===== src/rtl/cnt161_pkg.sv =====
// Shared definitions for the cnt161 timer: controller state encoding and slice width.
package cnt161_pkg;

  localparam int SLICE_W = 4;

  typedef enum logic [1:0] {
    IDLE = 2'd0,
    LOAD = 2'd1,
    RUN  = 2'd2,
    HOLD = 2'd3
  } state_e;

endpackage


===== src/rtl/cnt161_timer_ctrl_if.sv =====
// Control/status bundle between register logic and cnt161_timer_ctrl.
// The gate input exists only when CNT_GATE_EN is defined.
interface cnt161_timer_ctrl_if #(
  parameter int W = 8
);

`ifdef CNT_GATE_EN
  logic         gate;
`endif
  logic         start;
  logic         stop;
  logic         periodic;
  logic [W-1:0] preset;
  logic [W-1:0] count;
  logic         busy;
  logic         running;
  logic         done;

  modport master (
`ifdef CNT_GATE_EN
    output gate,
`endif
    output start, stop, periodic, preset,
    input  count, busy, running, done
  );

  modport slave (
`ifdef CNT_GATE_EN
    input  gate,
`endif
    input  start, stop, periodic, preset,
    output count, busy, running, done
  );

endinterface


===== src/rtl/cnt161_slice.sv =====
// One 4-bit synchronous binary counter slice with 161 semantics:
// async clear, synchronous active-low parallel load, CEP/CET enables, ripple TC.
module cnt161_slice
  import cnt161_pkg::*;
(
  input  logic               Clk,
  input  logic               MR,
  input  logic               CEP,
  input  logic               CET,
  input  logic               PE,
  input  logic [SLICE_W-1:0] D,
  output logic [SLICE_W-1:0] Q,
  output logic               TC
);

  logic [SLICE_W-1:0] q_q;
  logic [SLICE_W-1:0] q_d;

  always_comb begin
    q_d = q_q;
    if (!PE) begin
      q_d = D;
    end else if (CEP && CET) begin
      q_d = q_q + 4'd1;
    end
  end

  // NOTE: state registers use non-blocking assignments so every flop samples pre-edge values.
  always_ff @(posedge Clk or negedge MR) begin
    if (!MR) begin
      q_q <= '0;
    end else begin
      q_q <= q_d;
    end
  end

  assign Q  = q_q;
  assign TC = CET && (&q_q);

endmodule


===== src/rtl/cnt161_timer_ctrl.sv =====
// Timer sequencer driving a chain of cnt161_slice counters (one-shot / periodic, hold, retrigger).
// Optional CNT_GATE_EN adds a gate input that pauses counting while in RUN.
module cnt161_timer_ctrl
  import cnt161_pkg::*;
#(
  parameter int STAGES = 2
)(
  input  logic                Clk,
  input  logic                MR,
  cnt161_timer_ctrl_if.slave  bus
);

  localparam int W = SLICE_W * STAGES;

  state_e       state_q, state_d;
  logic         mode_q, mode_d;
  logic         done_q, done_d;

  logic         gate;
  logic         run_en;
  logic         all_ones;
  logic         cep;
  logic         pe_n;
  logic         tc;
  logic         term;
  logic [W-1:0] q_chain;
  logic [STAGES-1:0] cet_s;
  logic [STAGES-1:0] tc_s;

`ifdef CNT_GATE_EN
  assign gate = bus.gate;
`else
  assign gate = 1'b1;
`endif

  // Terminal detect is split from CEP so a one-shot can suppress CEP on all-ones
  // without a combinational loop through the ripple TC.
  assign all_ones = &q_chain;
  assign run_en   = (state_q == RUN) && gate;
  assign cep      = run_en && (mode_q || !all_ones);
  assign term     = mode_q ? tc : (run_en && all_ones);

  assign cet_s[0] = cep;
  for (genvar i = 0; i < STAGES; i++) begin : g_slice
    if (i > 0) begin : g_cet
      assign cet_s[i] = tc_s[i-1];
    end
    cnt161_slice u_slice (
      .Clk (Clk),
      .MR  (MR),
      .CEP (cep),
      .CET (cet_s[i]),
      .PE  (pe_n),
      .D   (bus.preset[i*SLICE_W +: SLICE_W]),
      .Q   (q_chain[i*SLICE_W +: SLICE_W]),
      .TC  (tc_s[i])
    );
  end
  assign tc = tc_s[STAGES-1];

  // NOTE: every always_comb output gets a default first, so no path can infer a latch.
  always_comb begin
    state_d = state_q;
    mode_d  = mode_q;
    done_d  = 1'b0;
    pe_n    = 1'b1;
    case (state_q)
      IDLE: begin
        if (bus.start && !bus.stop) state_d = LOAD;
      end
      LOAD: begin
        pe_n    = 1'b0;
        mode_d  = bus.periodic;
        state_d = RUN;
      end
      RUN: begin
        done_d = term;
        if (term && mode_q) pe_n = 1'b0;
        if (bus.stop) begin
          state_d = (term && !mode_q) ? IDLE : HOLD;
        end else if (bus.start) begin
          state_d = LOAD;
        end else if (term && !mode_q) begin
          state_d = IDLE;
        end
      end
      HOLD: begin
        if (bus.stop)       state_d = IDLE;
        else if (bus.start) state_d = RUN;
      end
      default: state_d = IDLE;
    endcase
  end

  always_ff @(posedge Clk or negedge MR) begin
    if (!MR) begin
      state_q <= IDLE;
      mode_q  <= 1'b0;
      done_q  <= 1'b0;
    end else begin
      state_q <= state_d;
      mode_q  <= mode_d;
      done_q  <= done_d;
    end
  end

  assign bus.count   = q_chain;
  assign bus.busy    = (state_q != IDLE);
  assign bus.running = (state_q == RUN);
  assign bus.done    = done_q;

endmodule


===== src/flat_wrapper.sv =====
// flat-port wrapper written by rule: the top's interface ports become plain ports
module cnt161_timer_ctrl_flat import cnt161_pkg::*;
#(
  parameter int STAGES = 2
)
  (Clk, MR, bus_start, bus_stop, bus_periodic, bus_preset, bus_count, bus_busy, bus_running, bus_done);
  cnt161_timer_ctrl_if #(.W(8)) bus_i ();
  input  logic Clk;
  input  logic MR;
  input wire logic [$bits(bus_i.start)-1:0] bus_start;
  input wire logic [$bits(bus_i.stop)-1:0] bus_stop;
  input wire logic [$bits(bus_i.periodic)-1:0] bus_periodic;
  input wire logic [$bits(bus_i.preset)-1:0] bus_preset;
  output wire logic [$bits(bus_i.count)-1:0] bus_count;
  output wire logic [$bits(bus_i.busy)-1:0] bus_busy;
  output wire logic [$bits(bus_i.running)-1:0] bus_running;
  output wire logic [$bits(bus_i.done)-1:0] bus_done;
  assign bus_i.start = bus_start;
  assign bus_i.stop = bus_stop;
  assign bus_i.periodic = bus_periodic;
  assign bus_i.preset = bus_preset;
  assign bus_count = bus_i.count;
  assign bus_busy = bus_i.busy;
  assign bus_running = bus_i.running;
  assign bus_done = bus_i.done;
  cnt161_timer_ctrl #(.STAGES(STAGES)) u_core (.Clk(Clk), .MR(MR), .bus(bus_i));
endmodule

===== config.mk =====
export PLATFORM = sky130hd
export DESIGN_NAME = cnt161_timer_ctrl_flat
export DESIGN_NICKNAME = d
export VERILOG_FILES = /design/src/rtl/cnt161_pkg.sv /design/src/rtl/cnt161_timer_ctrl_if.sv /design/src/rtl/cnt161_slice.sv /design/src/rtl/cnt161_timer_ctrl.sv /design/src/flat_wrapper.sv
export SDC_FILE = /design/constraint.sdc
export NUM_CORES = 1
export LEC_CHECK = 0
export ABC_CLOCK_PERIOD_IN_PS = 4000
export BUFFER_PORTS_ARGS = -buffer_cell sky130_fd_sc_hd__buf_2
export CAP_MARGIN = 25
export CORE_MARGIN = 3
export CORE_UTILIZATION = 52
export CTS_CLUSTER_DIAMETER = 40
export DETAILED_ROUTE_END_ITERATION = 10
export PLACE_DENSITY = 0.82
export SLEW_MARGIN = 40
export SYNTH_ARGS = -nofsm -noshare
export SYNTH_HDL_FRONTEND = slang
export SYNTH_SLANG_ARGS = --single-unit

===== constraint.sdc =====
create_clock -name Clk -period 4 [get_ports Clk]
set_clock_uncertainty 0.05 [all_clocks]
set_input_delay 0.2 -clock Clk [delete_from_list [all_inputs] [get_ports Clk]]
set_output_delay 0.2 -clock Clk [all_outputs]
set_load 0.05 [all_outputs]

### Word level (Yosys, flattened, before mapping)

Index checks and enable logic that the tools add are counted.

* bits in registers: 12
* latch bits: 0
* bits in writable memories: 0
* ROM bits: 0
* input port bits: 13
* output and inout port bits: 11
* word-level logic and storage cells: 49
* memories: 0

* add/sub/neg operators: 2
* multiply operators: 0
* divide/modulo/power cells: 0
* order comparisons: 0
* equal/unequal tests: 8
* shift operators: 0
* muxes and demuxes: 16
* bitwise logic cells: 0
* reduce and logical (&&, ||, !) cells: 18

Operator list (count)
* $mux 4: 4
* $mux 2: 7
* $add 4x1->4 const B: 2
* $logic_and 1x1->1: 8
* $pmux 2 s4: 1
* $reduce_and 4->1: 2
* $reduce_and 8->1: 1
* $eq 2x2->1 const B: 2
* $ne 2x2->1 const B: 2
* $ne 4x4->1 const B: 1
* $logic_not 1->1: 3
* $mux 1: 3
* $ne 3x3->1 const B: 1
* $reduce_and 3->1: 1
* $eq 2x1->1 const B: 1
* $logic_not 2->1: 1
* $ne 2x1->1 const B: 1
* $pmux 1 s2: 1
* $reduce_bool 2->1: 1
* $logic_or 1x1->1: 1

### Longest topological paths before layout

Gate-level depths: netlist of run 1.

* word-level depth: 12
* depth in mapped cells: 6
* mapped depth without buffers: 5

### Hierarchy

Synthesis of run 1 repeated with hierarchy kept, for this count alone.

* cell total of the unflattened synthesis: 73
* area, all modules: 668.1 um^2

Modules (own cells, without submodules)
* cnt161_slice: instances 2, cells an instance 23, area an instance 217.7 um^2, seq. area each 100.1 um^2
* cnt161_timer_ctrl: instances 1, cells an instance 27, area an instance 232.7 um^2, seq. area each 100.1 um^2

### Worst setup path before layout of run 1

No wires, ideal clock.

* path type: register to register
* start: reg u_core.g_slice[0].u_slice.q_q[0]
* end: reg u_core.g_slice[0].u_slice.q_q[2]
* library setup time: 122 ps
* arrival time: 1960 ps
* slack: 1868 ps
* cell stages (with the launch flop): 6
* buffers on the path: 0
* period minus slack after synthesis: 2132 ps
* cell sequence: dfrtp_1 ha_1 and3_2 a41oi_4 mux2_1 o22a_1

* longest elaborated chain between the ends: 11
* elaborated cells between the ends (all ways): 16

Ends and longest elaborated chain
* start: declaration: RTL line cnt161_slice.sv:16 `logic [SLICE_W-1:0] q_q;`
* start signal: assignment: RTL line cnt161_slice.sv:33 `q_q <= q_d;`
* $reduce_and 8->1: RTL line cnt161_timer_ctrl.sv:38 `assign all_ones = &q_chain;`
* $logic_not 1->1: RTL line cnt161_timer_ctrl.sv:40 `assign cep = run_en && (mode_q || !all_ones);`
* $logic_or 1x1->1: RTL line cnt161_timer_ctrl.sv:40
* $logic_and 1x1->1: RTL line cnt161_timer_ctrl.sv:40
* $logic_and 1x1->1 (2 in series): RTL line cnt161_slice.sv:38 `assign TC = CET && (&q_q);`
* $mux 1: RTL line cnt161_timer_ctrl.sv:41 `assign term = mode_q ? tc : (run_en && all_ones);`
* $logic_and 1x1->1: RTL line cnt161_timer_ctrl.sv:78 `if (term && mode_q) pe_n = 1'b0;`
* $mux 1: RTL line cnt161_timer_ctrl.sv:78
* $pmux 1 s2: RTL line cnt161_timer_ctrl.sv:67 `case (state_q)`
* $ne 2x2->1 (no source line) / $mux 4 (equally long branches)

Parallel ways exist; a longest one is shown, timed or not. The select of a mux whose other input is x is not followed.
A chain may end at the register's enable or synchronous reset.

### Worst setup path in the final report of run 1

* start: reg u_core.g_slice[0].u_slice.q_q[0]
* end: reg u_core.g_slice[0].u_slice.q_q[3]

The elaborated chain is that of the path after synthesis.

==> metrics.md, run 1 <==
| Metric | Value |
|---|---|
| Run status | finished, final reports clean |
| Final setup TNS | 0 ns |
| Port Buf Inserts | 23 |
| VDD IR max | just under 0.5 mV |
| Number of gates resized after cts | 0 |
| Post-CTS Setup Repair Bufs | 0 |
| P_leak | between 0.0003 and 0.0004 uW |
| NumNets Final | 116 |
| Reg-to-Reg Start | u_core.g_slice[0].u_slice.Q[0] |
| First-pass iteration count of the detailed router | 4 |
| Routed length per instance | around 14 um |
| Die area | between 1500 and 2000 um2 |
| Nature of the critical path endpoint | register |
| Seq cells post-synth | 12 |
| Clk buf depth | 2 |
| RSZ-0062 raised after global routing | false |
| Final antenna-violating net count | 0 |
| Critical R2R Capture | u_core.g_slice[0].u_slice.Q[3] |
| Initial Util | 60.1% |
| Max Cap Violations | 0 |
| Layout cells sized above 1 | 32.3% |
| Die W | between 40 and 50 um |
| Seq/Total Area, Yosys | approximately 41% |
| Actual slew at the worst max-slew pin | approximately 0.47 ns |
| Largest stage delay on the critical path | about 0.46 ns |
| Synth cell types | 34 |
| Hold depth | 3 |
| DRC | 0 |
| Worst Reg-to-Reg Cells | 5 |
| Final hold violation count | 0 |
| Congestion Overflow GR | 0 |
| First DRT Iteration DRCs | 14 |
| Syn nets | between 80 and 90 |
| # setup viols final | 0 |
| Synthesized cell area | approximately 730 um2 |
| Reg-to-reg setup timing slack | around 1.8 ns |
| Final min period | about 2.2 ns |
| Final period util | between 50% and 60% |
| FP Rows | 12 |
| CTS H-Tree Depth | 1 |
| GPL Wtd Cong | ~0.76 |
| Slew headroom | about two thirds |
| Yosys warnings | 0 |
| Worst-path clk slew | ~0.060 ns |
| Core box area | approximately 1200 um2 |
| Delay-heaviest family, CP | compound AO/OA/AOI/OAI gates |
| Ant diodes | 0 |
| Vias in the first global route | between 500 and 600 |
| Multi-input gate area | 409 um2 |
| Crit path launch type | register |
| Max Slew Vio Count | 0 |
| Fill cell count | 99 |
| Crit path DAT | ~2.3 ns |
| First-pass GRT wire length | 2650 um |
| Fmax achieved | around 460 MHz |
| Crit path buf inv count | 0 |
| Crit-path max FO | 14 |
| GRT Util Overall | 18.9% |
| Hold Slack | roughly 0.078 ns |
| Crit-path slowest cell | a41oi_4 |
| Num CTS Buffers | 3 |
| CTS tree | built |
| Largest net degree at the start of global routing | 15 |
| Area taken by flip-flops and latches | ~300 um2 |
| HP Start | bus_periodic |
| Via density | between 5 and 6 |
| Initial antenna violation count | 0 |
| Clk sink count | 12 |
| CP Data Required Time | a little over 4 ns |
| Synthesized instance count | 73 |
| Clock Latency Late Sink | about 0.27 ns |
| Via count | 660 |
| Root buf cell | clkbuf_4 |
| I/O Pins | 24 |
| Worst Path Class, Setup | reg2reg |
| Hold Path Class | in2reg |
| Syn avg cell area | around 10 um2 |
| Pwr/cell area | between 900 and 1000 nW/um2 |
| Die Ht | roughly 43 um |
| P&R area growth vs syn | 21.1% |
| Wirelength, routed | 1540 um |
| Worst Hold End | u_core.mode_q |
| Critical path, cell by cell | ha_1 -> and3_2 -> a41oi_4 -> mux2_1 -> o22a_1 |
| Total power | between 800 and 900 uW |
-- layer usage --
layer	wire, um	up-vias	track usage (%)
li1	-	331	-
met1	690	294	23.7
met2	731	29	29.2
met3	88	6	7.88
met4	32	0	6.63
met5	0	-	0
-- what timing repair did --
item	in CTS	in global routing
setup endpoints to repair	0	0
endpoints found under the hold margin	12	0
hold buffers	1	0
-- area by class of cell --
| class | instances | area share, % |
|---|---|---|
| well taps | 14 | 1.98 |
| flip-flops and latches | 12 | 33.9 |
| inverters | 2 | 1.13 |
| repair buffers | 24 | 14.1 |
| clock buffers | 3 | 2.55 |
| multi-input cells | 58 | 46.3 |
-- cell usage in the layout, fill, tap and decap left out, types with 2 or more instances in the layout --
master,count
a31oi_1,2
clkbuf_4,3
a21oi_1,5
nand2b_1,2
mux2i_1,2
nor2_1,5
mux2_1,2
buf_2,23
nand3_1,4
nand2_1,6
o21ai_0,3
o22a_1,2
dfrtp_1,12
a22oi_1,2
xnor2_1,2
ha_1,2
and3_1,2
nand4_1,2
-- metrics by stage --
| step | setup slack, ns | instances | instance area, um2 | util, % |
|---|---|---|---|---|
| final | 1.82 | 113 | 885 | 72.7 |
| after global routing | 1.74 | 113 | 885 | 72.7 |
| after detailed placement | 1.86 | 109 | 852 | 70.1 |
| after global placement | 1.94 | 109 | 852 | 70.1 |
| after CTS | 1.84 | 113 | 885 | 72.7 |
| after floorplan | 1.87 | 73 | 731 | - |
-- power breakdown --
group	internal [uW]	total (uW)	switching [uW]
logic	165	514	349
registers	178	258	80.1
clock network	34.8	69.6	34.9
-- worst register-to-register path: stages (launching register included) --
cell     delay (ns)
dfrtp_1        0.43
ha_1           0.26
and3_2         0.27
a41oi_4        0.46
mux2_1         0.38
o22a_1         0.21
-- state kept, by name, indices dropped and copies added (netlist names) --
| register | flops |
|---|---|
| u_core.g_slice.u_slice.Q | 8 |
| u_core.state_q | 2 |
| u_core.mode_q | 1 |
| u_core.bus.done | 1 |
-- how the worst max path moves through the flow --
stage,start,end,cells past startpoint
floorplan,u_core.g_slice[0].u_slice.Q[0],u_core.g_slice[0].u_slice.Q[2],5
global placement,u_core.g_slice[0].u_slice.Q[0],u_core.g_slice[0].u_slice.Q[2],5
detailed placement,u_core.g_slice[0].u_slice.Q[0],u_core.g_slice[0].u_slice.Q[3],5
CTS,u_core.g_slice[0].u_slice.Q[0],u_core.g_slice[0].u_slice.Q[3],5
global route,u_core.g_slice[0].u_slice.Q[0],u_core.g_slice[0].u_slice.Q[3],5
finish,u_core.g_slice[0].u_slice.Q[0],u_core.g_slice[0].u_slice.Q[3],5
-- Yosys cell counts --
library cell	instances	share of area, %
a2111oi_0	1	1.2
a211o_1	1	1.2
a21oi_1	5	3.4
a22oi_1	2	2.1
a31oi_1	2	1.7
a41oi_4	1	3.8
and3_1	2	1.7
and3_2	1	1.0
and4b_1	1	1.4
buf_6	1	1.5
dfrtp_1	12	41
ha_1	2	3.4
inv_1	1	0.51
inv_4	1	0.86
mux2_1	2	3.1
mux2i_1	2	2.7
nand2_1	6	3.1
nand2b_1	2	1.7
nand2b_4	1	1.9
nand3_1	4	2.7
nand4_1	2	1.7
nand4b_1	1	1.2
nor2_1	5	2.6
nor2b_1	1	0.86
nor2b_2	1	1.2
nor3_1	1	0.68
nor4_1	1	0.86
o21ai_0	3	2.1
o21ai_1	1	0.68
o22a_1	2	2.4
o2bb2ai_1	1	1.2
or2_2	1	0.86
xnor2_1	2	2.4
xor2_1	1	1.2
-- cell families (layout without fill, tap and decap cells) --
family | Yosys count | in the layout | synth area share, %
simple gates | 30 | 30 | 23.5
compound gates | 19 | 19 | 19.7
flops | 12 | 12 | 41.1
mux | 4 | 4 | 5.82
xor+xnor | 3 | 3 | 3.60
buf+inv | 3 | 29 | 2.91
fa+ha+maj | 2 | 2 | 3.42
Note: power is estimated with default switching activity, not from simulation.
==> run 2: changes to the inputs <==
ABC_CLOCK_PERIOD_IN_PS = 2160   (was 4000)
CORE_UTILIZATION = 48   (was 52)
PLACE_DENSITY = 0.76   (was 0.82)
clock period = 2.16 ns   (was 4 ns; I/O delays follow)
==> metrics.md, run 2 (synthesized netlist as in run 1, its figures left out) <==
| Metric | Value |
|---|---|
| First-pass iteration count of the detailed router | 4 (unchanged) |
| Max Slew Vio Count | 0 (unchanged) |
| Actual slew at the worst max-slew pin | 0.386 ns (-0.0862 ns) |
| Final antenna-violating net count | 0 (unchanged) |
| Vias in the first global route | 607 (+1.5%) |
| CTS H-Tree Depth | 1 (unchanged) |
| Ant diodes | 0 (unchanged) |
| Worst Hold End | u_core.state_q[1] |
| Die area | 2030 um2 (+7.2%) |
| Slew headroom | 73.6% (+5.9 points) |
| GPL Wtd Cong | 0.809 (+7.0%) |
| Crit path DAT | 2.07 ns (-0.20 ns) |
| Critical R2R Capture | u_core.g_slice[0].u_slice.Q[3] |
| Worst Path Class, Setup | reg2reg |
| Critical path, cell by cell | ha_1 -> and3_2 -> a41oi_4 -> mux2_1 -> o22a_1 |
| Core box area | 1370 um2 (+12%) |
| I/O Pins | 24 (unchanged) |
| Num CTS Buffers | 3 (unchanged) |
| Final hold violation count | 0 (unchanged) |
| Internal | 745 uW (+98%) |
| Clk buf depth | 2 (unchanged) |
| Post-Route Utilization | 67.1% (-5.6 points) |
| Post-CTS Setup Repair Bufs | 0 (unchanged) |
| FP Rows | 13 (+1) |
| Crit-path max FO | 6 (-8) |
| Crit path launch type | register |
| Largest stage delay on the critical path | 0.44 ns (-0.02 ns) |
| Clock power frac | 11.0% (+2.7 points) |
| # setup viols final | 0 (unchanged) |
| Delay-heaviest family, CP | compound AO/OA/AOI/OAI gates |
| Crit-path slowest cell | dfrtp_1 |
| GRT Util Overall | 17.5% (-1.3 points) |
| Clk sink count | 12 (unchanged) |
| Initial antenna violation count | 0 (unchanged) |
| Die Ht | 45.0 um (+3.5%) |
| Nature of the critical path endpoint | register |
| Hold Path Class | in2reg |
| Hold Slack | 0.0175 ns (-0.0609 ns) |
| Sequential power share | 30.0% (-0.6 points) |
| Post-DP HPWL | approximately 1200 um |
| CTS tree | built |
| Reg-to-reg setup timing slack | 0.19 ns (-1.63 ns) |
| Pre-CTS WS | 0.204 ns (-1.66 ns) |
| Psw | 860 uW (+85%) |
| VDD IR max | 0.923 mV (+86%) |
| Routed length per instance | 12.9 um (-5.4%) |
| Max Cap Violations | 0 (unchanged) |
| Crit path buf inv count | 0 (unchanged) |
| Die W | 45.0 um (+3.5%) |
| Clock Latency Late Sink | 0.27 ns (about the same) |
| Final WS setup | 0.195 ns (-1.63 ns) |
| Total power | 1610 uW (+91%) |
| Layout cells sized above 1 | 33.3% (+1.0 points) |
| Comb pwr share | 59.0% (-2.1 points) |
| Run status | finished, final reports clean |
| Final setup TNS | 0 ns (unchanged) |
| P_leak | 0.000415 uW (+3.9%) |
| Via count | 664 (+0.61%) |
| Congestion Overflow GR | 0 (unchanged) |
| Wirelength, routed | 1510 um (-2.1%) |
| Reg-to-Reg Start | u_core.g_slice[0].u_slice.Q[0] |
| Final min period | 1.97 ns (-0.213 ns) |
| RSZ-0062 raised after global routing | false |
| First DRT Iteration DRCs | 14 (unchanged) |
| Fill cell count | 121 (+22%) |
| P&R area growth vs syn | 25.5% |
| Most common cell after layout, fill and taps aside | buf_2 |
| Final period util | 91.0% (+37 points) |
| Hold depth | 2 (-1) |
| Switching share of power | 53.6% (-1.6 points) |
| CP Data Required Time | 2.27 ns (-1.83 ns) |
| Largest net degree at the start of global routing | 13 (-2) |
| First-pass GRT wire length | 2590 um (-2.1%) |
| Worst-path clk slew | 0.07 ns (about the same) |
| Commonest non-fill, non-tap cells in the layout | buf_2, dfrtp_1, nand2_1 |
| Port Buf Inserts | 23 (unchanged) |
| Max reg flops | 8 (unchanged) |
| Fmax achieved | 509 MHz (+11%) |
| Pwr/cell area | 1750 nW/um2 (+84%) |
| Via density | 5.68 (-2.8%) |
| Worst Reg-to-Reg Cells | 5 (unchanged) |
| DRC | 0 (unchanged) |
| HP Start | bus_stop |
| Root buf cell | clkbuf_4 |
| Initial Util | 53.5% (-6.6 points) |
| NumNets Final | 118 (+1.7%) |
==> run 2: cell type report <==
cell class	instances	area (um2)	area share (%)
clock buffers	4	36.3	3.96
inverters	2	10.0	1.09
multi-input cells	58	409	44.6
flip-flops and latches	12	300	32.7
well taps	15	18.8	2.05
repair buffers	26	143	15.6
==> run 2: worst max path at each step <==
stage	start	to	slack, ns	depth (start not counted)
finish	u_core.g_slice[0].u_slice.Q[0]	u_core.g_slice[0].u_slice.Q[3]	0.19	5
detailed placement	u_core.g_slice[0].u_slice.Q[0]	u_core.g_slice[0].u_slice.Q[3]	0.20	5
global placement	u_core.g_slice[0].u_slice.Q[0]	u_core.g_slice[0].u_slice.Q[2]	0.24	5
global route	u_core.g_slice[0].u_slice.Q[0]	u_core.g_slice[0].u_slice.Q[3]	0.10	5
CTS	u_core.g_slice[0].u_slice.Q[0]	u_core.g_slice[0].u_slice.Q[3]	0.19	5
floorplan	u_core.g_slice[0].u_slice.Q[0]	u_core.g_slice[0].u_slice.Q[2]	0.03	5
==> run 2: power by group through the flow <==
stage	clock, uW	sequential [uW]	combinational (uW)
detailed placement	0	482	951
floorplan	0	714	510
CTS	182	479	954
global route	194	503	1020
global placement	0	474	944
finish	177	481	947
==> run 2: timing repair <==
item                      CTS  global route
hold endpoints to repair   13             0
hold buffers                2             0
gates resized for setup     0             0
==> run 2: worst reg2reg max path: stages (launching register included) <==
cell and delay [ns]:
dfrtp_1 0.44, ha_1 0.26, and3_2 0.26, a41oi_4 0.30, mux2_1 0.35, o22a_1 0.19
==> run 2: layer usage <==
layer | up-vias | global-route usage (%) | wire (um)
met5 | - | 0 | 0
met4 | 0 | 8.77 | 25
met3 | 4 | 2.39 | 104
met2 | 26 | 27.1 | 698
met1 | 297 | 23.8 | 682
li1 | 337 | - | -
==> run 2: metrics by stage <==
| stage | instance area (um2) | std cells |
|---|---|---|
| finish | 917 | 117 |
| global route | 917 | 117 |
| CTS | 917 | 117 |
| detailed placement | 861 | 111 |
| global placement | 861 | 111 |
| floorplan | 731 | 73 |
